File: config.mk
export PLATFORM = sky130hd
export DESIGN_NAME = ac_table_writer_flat
export DESIGN_NICKNAME = d
export VERILOG_FILES = /design/src/rtl/ac_pkg.sv /design/src/rtl/ac_table_writer_if.sv /design/src/rtl/ac_rec_parser.sv /design/src/rtl/ac_table_writer.sv /design/src/flat_wrapper.sv
export SDC_FILE = /design/constraint.sdc
export NUM_CORES = 1
export LEC_CHECK = 0
export ABC_CLOCK_PERIOD_IN_PS = 3200
export CAP_MARGIN = 10
export CORE_MARGIN = 5
export CORE_UTILIZATION = 45
export DETAILED_ROUTE_END_ITERATION = 10
export GPL_ROUTABILITY_DRIVEN = 1
export GPL_TIMING_DRIVEN = 0
export PLACE_DENSITY = 0.75
export SETUP_SLACK_MARGIN = 0.4
export SLEW_MARGIN = 20
export SYNTH_ARGS = -nofsm -noshare
export SYNTH_HDL_FRONTEND = slang
export SYNTH_SLANG_ARGS = --single-unit
File: constraint.sdc
create_clock -name clk -period 3.2 [get_ports clk]
set_input_delay 0.32 -clock clk [delete_from_list [all_inputs] [get_ports clk]]
set_output_delay 0.32 -clock clk [all_outputs]
set_load 0.02 [all_outputs]
File: src/rtl/ac_pkg.sv
// ac_pkg: shared record encodings, parser state set and record type for the AC table loader.
package ac_pkg;
  localparam logic [2:0] SEL_CUR = 3'd0;
  localparam logic [2:0] SEL_CHARA = 3'd1;
  localparam logic [2:0] SEL_NEXT = 3'd2;
  localparam logic [2:0] SEL_FAIL = 3'd3;
  localparam logic [2:0] SEL_END = 3'd7;
  localparam int REC_BYTES = 3;
  localparam int TABLE_DEPTH = 32;
  typedef enum logic [1:0] {ST_HDR, ST_DAT, ST_CHK, ST_COMMIT} rec_state_e;
  typedef struct packed {
    logic       valid;
    logic       good;
    logic [2:0] sel;
    logic [4:0] addr;
    logic [7:0] data;
  } rec_t;
  function automatic logic is_data_sel(input logic [2:0] sel);
    return !sel[2];
  endfunction
  // The chara table only stores a nibble; the upper bits are forced to zero.
  function automatic logic [7:0] entry_data(input logic [2:0] sel, input logic [7:0] data);
    return sel == SEL_CHARA ? {4'h0, data[3:0]} : data;
  endfunction
endpackage

File: src/rtl/ac_table_writer_if.sv
// ac_table_writer_if: config byte stream in, table RAM write port and load status out.
interface ac_table_writer_if #(parameter int ADDR_W = 5, parameter int ERR_CNT_W = 8);
  logic                 in_valid;
  logic                 in_ready;
  logic [7:0]           in_data;
  logic                 wr_en;
  logic [1:0]           wr_sel;
  logic [ADDR_W-1:0]    wr_addr;
  logic [7:0]           wr_data;
  logic                 table_ready;
  logic [5:0]           rec_count;
  logic                 err_flag;
  logic [ERR_CNT_W-1:0] err_count;
  modport master (
    output in_valid, in_data,
    input  in_ready, wr_en, wr_sel, wr_addr, wr_data, table_ready, rec_count, err_flag, err_count
  );
  modport slave (
    input  in_valid, in_data,
    output in_ready, wr_en, wr_sel, wr_addr, wr_data, table_ready, rec_count, err_flag, err_count
  );
endinterface

File: src/rtl/ac_rec_parser.sv
// ac_rec_parser: collects 3-byte records and presents each one for a single COMMIT cycle.
module ac_rec_parser
  import ac_pkg::*;
(
  input  logic       clk,
  input  logic       rst,
  input  logic       in_valid,
  input  logic [7:0] in_data,
  output logic       in_ready,
  output rec_t       rec
);
  localparam logic [1:0] HDR = ST_HDR;
  localparam logic [1:0] DAT = ST_DAT;
  localparam logic [1:0] CHK = ST_CHK;
  logic [1:0] state;
  logic [7:0] hdr, dat;
  logic       fire;
  assign fire = in_valid && in_ready;
  // in_ready is its own flop so it never depends combinationally on in_valid.
  always_ff @(posedge clk or posedge rst) begin
    if (rst) begin
      state <= HDR;
      in_ready <= 1'b1;
      hdr <= '0;
      dat <= '0;
      rec <= '0;
    end else begin
      rec.valid <= 1'b0;
      case (state)
        HDR: if (fire) begin
          hdr <= in_data;
          state <= DAT;
        end
        DAT: if (fire) begin
          dat <= in_data;
          state <= CHK;
        end
        CHK: if (fire) begin
          state <= ST_COMMIT;
          in_ready <= 1'b0;
          rec <= '{valid: 1'b1, good: in_data == (hdr ^ dat), sel: hdr[7:5], addr: hdr[4:0], data: dat};
        end
        default: begin
          state <= HDR;
          in_ready <= 1'b1;
        end
      endcase
    end
  end
endmodule

File: src/rtl/ac_table_writer.sv
// ac_table_writer: turns parsed records into table RAM writes and tracks load/error status.
module ac_table_writer
  import ac_pkg::*;
#(
  parameter int ADDR_W = 5,
  parameter int ERR_CNT_W = 8
) (
  input logic clk,
  input logic rst,
  ac_table_writer_if.slave bus
);
  rec_t                 rec;
  logic                 data_ok, end_ok;
  logic [1:0]           last_sel;
  logic [ADDR_W-1:0]    last_addr;
  logic [7:0]           last_data;
  logic                 table_ready, err_flag;
  logic [5:0]           rec_count;
  logic [ERR_CNT_W-1:0] err_count;
  ac_rec_parser u_parser (
    .clk      (clk),
    .rst      (rst),
    .in_valid (bus.in_valid),
    .in_data  (bus.in_data),
    .in_ready (bus.in_ready),
    .rec      (rec)
  );
  always_comb begin
    data_ok = rec.valid && rec.good && is_data_sel(rec.sel);
    end_ok = rec.valid && rec.good && rec.sel == SEL_END;
  end
  // The write port shows the committing record, otherwise the last written entry.
  assign bus.wr_en = data_ok;
  assign bus.wr_sel = data_ok ? rec.sel[1:0] : last_sel;
  assign bus.wr_addr = data_ok ? ADDR_W'(rec.addr) : last_addr;
  assign bus.wr_data = data_ok ? entry_data(rec.sel, rec.data) : last_data;
  assign bus.table_ready = table_ready;
  assign bus.rec_count = rec_count;
  assign bus.err_flag = err_flag;
  assign bus.err_count = err_count;
  always_ff @(posedge clk or posedge rst) begin
    if (rst) begin
      last_sel <= '0;
      last_addr <= '0;
      last_data <= '0;
      table_ready <= 1'b0;
      rec_count <= '0;
      err_flag <= 1'b0;
      err_count <= '0;
    end else if (data_ok) begin
      last_sel <= rec.sel[1:0];
      last_addr <= ADDR_W'(rec.addr);
      last_data <= entry_data(rec.sel, rec.data);
      table_ready <= 1'b0;
      // A data record after a completed set starts a fresh load.
      if (table_ready) err_flag <= 1'b0;
      rec_count <= table_ready ? 6'd1 : (&rec_count ? rec_count : rec_count + 6'd1);
    end else if (end_ok) begin
      table_ready <= 1'b1;
    end else if (rec.valid) begin
      err_flag <= 1'b1;
      err_count <= &err_count ? err_count : err_count + 1'b1;
    end
  end
endmodule
File: src/flat_wrapper.sv
// flat-port wrapper written by rule: the top's interface ports become plain ports
module ac_table_writer_flat import ac_pkg::*;
#(
  parameter int ADDR_W = 5,
  parameter int ERR_CNT_W = 8
)
  (clk, rst, bus_in_valid, bus_in_data, bus_in_ready, bus_wr_en, bus_wr_sel, bus_wr_addr, bus_wr_data, bus_table_ready, bus_rec_count, bus_err_flag, bus_err_count);
  ac_table_writer_if #(.ADDR_W(ADDR_W), .ERR_CNT_W(ERR_CNT_W)) bus_i ();
  input logic clk;
  input logic rst;
  input wire logic [$bits(bus_i.in_valid)-1:0] bus_in_valid;
  input wire logic [$bits(bus_i.in_data)-1:0] bus_in_data;
  output wire logic [$bits(bus_i.in_ready)-1:0] bus_in_ready;
  output wire logic [$bits(bus_i.wr_en)-1:0] bus_wr_en;
  output wire logic [$bits(bus_i.wr_sel)-1:0] bus_wr_sel;
  output wire logic [$bits(bus_i.wr_addr)-1:0] bus_wr_addr;
  output wire logic [$bits(bus_i.wr_data)-1:0] bus_wr_data;
  output wire logic [$bits(bus_i.table_ready)-1:0] bus_table_ready;
  output wire logic [$bits(bus_i.rec_count)-1:0] bus_rec_count;
  output wire logic [$bits(bus_i.err_flag)-1:0] bus_err_flag;
  output wire logic [$bits(bus_i.err_count)-1:0] bus_err_count;
  assign bus_i.in_valid = bus_in_valid;
  assign bus_i.in_data = bus_in_data;
  assign bus_in_ready = bus_i.in_ready;
  assign bus_wr_en = bus_i.wr_en;
  assign bus_wr_sel = bus_i.wr_sel;
  assign bus_wr_addr = bus_i.wr_addr;
  assign bus_wr_data = bus_i.wr_data;
  assign bus_table_ready = bus_i.table_ready;
  assign bus_rec_count = bus_i.rec_count;
  assign bus_err_flag = bus_i.err_flag;
  assign bus_err_count = bus_i.err_count;
  ac_table_writer #(.ADDR_W(ADDR_W), .ERR_CNT_W(ERR_CNT_W)) u_core (.clk(clk), .rst(rst), .bus(bus_i));
endmodule
==> results <==
- The largest fanout on the critical path is 10.
- The area growth from synthesis to layout is 25.8%.
- Summed over its instances, the top area cell type makes up between 50% and 60% of the synthesized netlist area.
- The power density over the cells is between 400 and 500 nW/µm².
- Setup violations remaining at the end of the flow were counted as 0.
- The type of the tightest min-delay check is in -> async.
- The async set-reset flop share out of synthesis is 100%.
- The count of endpoints failing hold in the final timing report is 0.
- The clock tree root driver cell is sky130_fd_sc_hd__clkbuf_8.
- The floorplan step defined a die boundary enclosing 8510 µm².
- The critical path required time is 2.88 ns.
- The net count of the finished layout is roughly 320.
- Summed over all layers, the routed wires come to about 5800 µm.
- The number of placed instances, taps included is 368.
- The endpoint type of the worst setup path is a primary output.
- The number of nets still failing antenna checks after routing is 0.
- The Yosys warning count is 0.
- Measured along the x axis, the die boundary spans 92.3 µm.
- The first detailed-routing pass took 4 iterations.
- In this run the deepest clock path goes through 2 buffers.
- The CTS buffer count is 9.
- For this configuration, the core starts out at a cell density of approximately 46%.
- The number of post-CTS setup repair buffers is 0.
- The floorplan die height is about 92 µm.
- The library cell used most frequently in the layout, excluding fill and tap cells, is sky130_fd_sc_hd__dfrtp_1.
- The worst path in the final design needs a cycle of around 2.6 ns, including I/O delays and setup.
- The top-level I/O count is 44.
- The number of instances in the synthesized netlist is between 200 and 250.
- IR analysis of the VDD net gives a maximum drop of 0.275 mV.
- The multi-input combinational cells in the finished layout cover a total of between 1000 and 1500 µm².
- The clock input transition at the sequential cells of the worst setup and hold paths is approximately 0.08 ns.
- The setup TNS is 0 ns.
- The register bit total from synthesis is 68.
- The critical path launch point type is a flip-flop.
- The most used flip-flop cell after synthesis is sky130_fd_sc_hd__dfrtp_1.
- The flow ran to the end, and the final reports show no timing, DRC or antenna violations.
- TritonCTS built the clock tree.
- The H-tree was split into 3 levels.
- The first global-routing pass estimated 9880 µm of wire.
- In this run, post-CTS repair resized a total of 0 instances.
- Input and output buffers added on the ports amount to 43.
- The core region is 6680 µm².
- The count of pins over their slew limit came to 0.
- The mapped cell area is 3040 µm².
- The largest net degree at the start of global routing is 45.
- The remaining design rule violation count is 0.
- Counting flops with a built-in enable in the synthesized netlist gives 0.
- In the final layout, flip-flops and latches occupy about 1700 µm².
- The post-layout instance count excluding filler cells is around 380.
- The share of layout cells above drive strength 1 is 23.7%.
- STA puts the critical path data arrival time at around 2.3 ns.
- Dividing the final minimum period by the clock period gives just over 80%.
- Leaving out fill and tap cells, the most frequent cells in the layout are sky130_fd_sc_hd__dfrtp_1, sky130_fd_sc_hd__clkdlybuf4s50_1, sky130_fd_sc_hd__nand2_1.
- Global routing used between 10% and 20% of the available tracks.
- The tree built by TritonCTS fans out to 68 sinks.
- The number of distinct library cell variants in the gate-level netlist after synthesis is 50.
- The dominant cell type by area after synthesis is sky130_fd_sc_hd__dfrtp_1.
- On the final layout, the worst clock skew is between 0.007 and 0.008 ns.
- 0 antenna diodes ended up in the layout.
- For this block, the via count after detailed routing is roughly 2,000.
- Sequential cells were found to cover between 50% and 60% of the synthesized design area.
- After floorplanning, the core was divided into 30 placement rows.
- Hold repair after CTS inserted 0 buffers.
- The average instance in the mapped netlist occupies 12.5 µm².
- Measured against its own limit, the worst slew margin works out to approximately 66%.
- Setup repair after global routing left no endpoint under its margin.
- The routed via count divided by cell count is approximately 5.2.
- Summed over all layers, the global routing overflow is 0.
- The final standard cell utilization of the core is 57.3%.
- The total half-perimeter wirelength after legalization and detailed placement is 4050 µm.
- The worst setup path is of the reg -> out kind.
- The max-cap violation count is 0.
- The fill cell instance count of the final layout is 577.
- The initial antenna violation count is 0.
- In the final routed layout, each cell accounts on average for between 15 and 20 µm.
- The last weighted congestion value of the routability-driven placer is about 0.8.
- By area the synthesized netlist is led by sky130_fd_sc_hd__dfrtp_1, sky130_fd_sc_hd__mux2_2, sky130_fd_sc_hd__nand2_1, sky130_fd_sc_hd__xor2_1, sky130_fd_sc_hd__xnor2_1.
- The highest attainable clock frequency is a little under 0.4 GHz.
- The transition at the pin with the smallest max-transition slack is roughly 0.5 ns.
- At the later pin of the worst-skew pair, clock insertion delay measures 0.34 ns.
- The via count of the first global-routing pass is 2,065.
- Summed over all cells, the static leakage comes to ~0.0019 µW.
- The detailed router finished its first iteration with 109 violations.
- The number of nets handed over by synthesis was 260.
per-stage QoR:
stage	power [µW]	hold WS, ns	instance area, µm²	setup WS, ns
2_1_floorplan	898	0.471	3040	1.17
3_3_place_gp	920	0.452	3570	0.0156
3_5_place_dp	925	0.459	3600	1.00
4_1_cts	1720	0.305	3830	0.606
5_1_grt	1760	0.306	3830	0.481
6_report	1690	0.290	3830	0.607
where the power goes:
group,internal (µW),switching [µW],total (µW)
Combinational,20.8,26.9,47.6
Clock,442,345,787
Sequential,859,0,859
Total,1320,372,1690
kinds of logic (layout without fill, tap and decap cells):
kind of cell | Yosys count | after routing | share of synthesized area (%)
compound gates | 25 | 25 | 6.33
xor+xnor | 23 | 23 | 6.62
buf+inv | 12 | 72 | 2.18
simple gates | 78 | 78 | 14.6
mux | 33 | 33 | 12.3
flops | 68 | 68 | 55.9
fa+ha+maj | 5 | 5 | 2.06
layout make-up:
class	count	area share, %
repair buffers	44	12.0
clock inverters	7	2.61
flip-flops and latches	68	44.5
multi-input cells	164	33.3
well taps	80	2.61
inverters	7	0.882
clock buffers	9	3.24
plain buffers	5	0.915
registers in the layout, summed over array words and instances, names as in the netlist:
name and count:
u_core.u_parser.rec 18, u_core.bus.table_ready 1, u_core.bus.err_flag 1, u_core.last_addr 5, u_core.u_parser.hdr 8, u_core.u_parser.state 2
u_core.bus.rec_count 6, u_core.u_parser.dat 8, u_core.last_sel 2, u_core.u_parser.in_ready 1, u_core.bus.err_count 8, u_core.last_data 8
synthesized netlist by cell type (3+ instances only):
library cell / number
sky130_fd_sc_hd__xnor2_1: 8
sky130_fd_sc_hd__nor2_1: 3
sky130_fd_sc_hd__mux2_2: 32
sky130_fd_sc_hd__xor2_1: 15
sky130_fd_sc_hd__a22o_1: 4
sky130_fd_sc_hd__dfrtp_1: 67
sky130_fd_sc_hd__a21oi_1: 4
sky130_fd_sc_hd__nor3b_1: 4
sky130_fd_sc_hd__nand2_1: 41
sky130_fd_sc_hd__ha_1: 5
sky130_fd_sc_hd__o21ai_0: 4
sky130_fd_sc_hd__inv_1: 6
sky130_fd_sc_hd__nand3_1: 3
sky130_fd_sc_hd__nor3_1: 6
worst max-delay path: stages (launching register included):
cell                              delay, ns
sky130_fd_sc_hd__dfrtp_1               0.46
sky130_fd_sc_hd__nand3b_4              0.19
sky130_fd_sc_hd__clkbuf_1              0.43
sky130_fd_sc_hd__nand2_1               0.11
sky130_fd_sc_hd__nand2_1               0.13
sky130_fd_sc_hd__clkdlybuf4s50_1       0.62
worst paths after layout:
path	start	endpoint	cells after the start	slack [ns]
hold / removal	rst	u_core.bus.rec_count[3]$_DFFE_PP0P_	2	0.29
setup / recovery	u_core.u_parser.rec[16]$_DFFE_PP0P_	bus_wr_sel[1]	5	0.61
hold reg to reg	u_core.last_addr[1]$_DFF_PP0_	u_core.last_addr[1]$_DFF_PP0_	2	0.48
min in group clk	u_core.last_addr[1]$_DFF_PP0_	u_core.last_addr[1]$_DFF_PP0_	2	0.48
max in group asynchronous	rst	u_core.u_parser.in_ready$_DFFE_PP1P_	3	2.32
setup reg to reg	u_core.bus.rec_count[0]$_DFFE_PP0P_	u_core.bus.rec_count[3]$_DFFE_PP0P_	5	1.57
routing by layer:
layer  GRT usage, %  vias to the layer above  wire length [µm]  part of all wire, %
li1               -                      957                 -                    -
met4           5.32                        0                64                  1.1
met5              0                        -                 0                    0
met3           4.76                        8               252                  4.3
met2           24.3                       39              2810                   49
met1           18.9                      994              2670                   46
(Power assumes the default switching activity.)
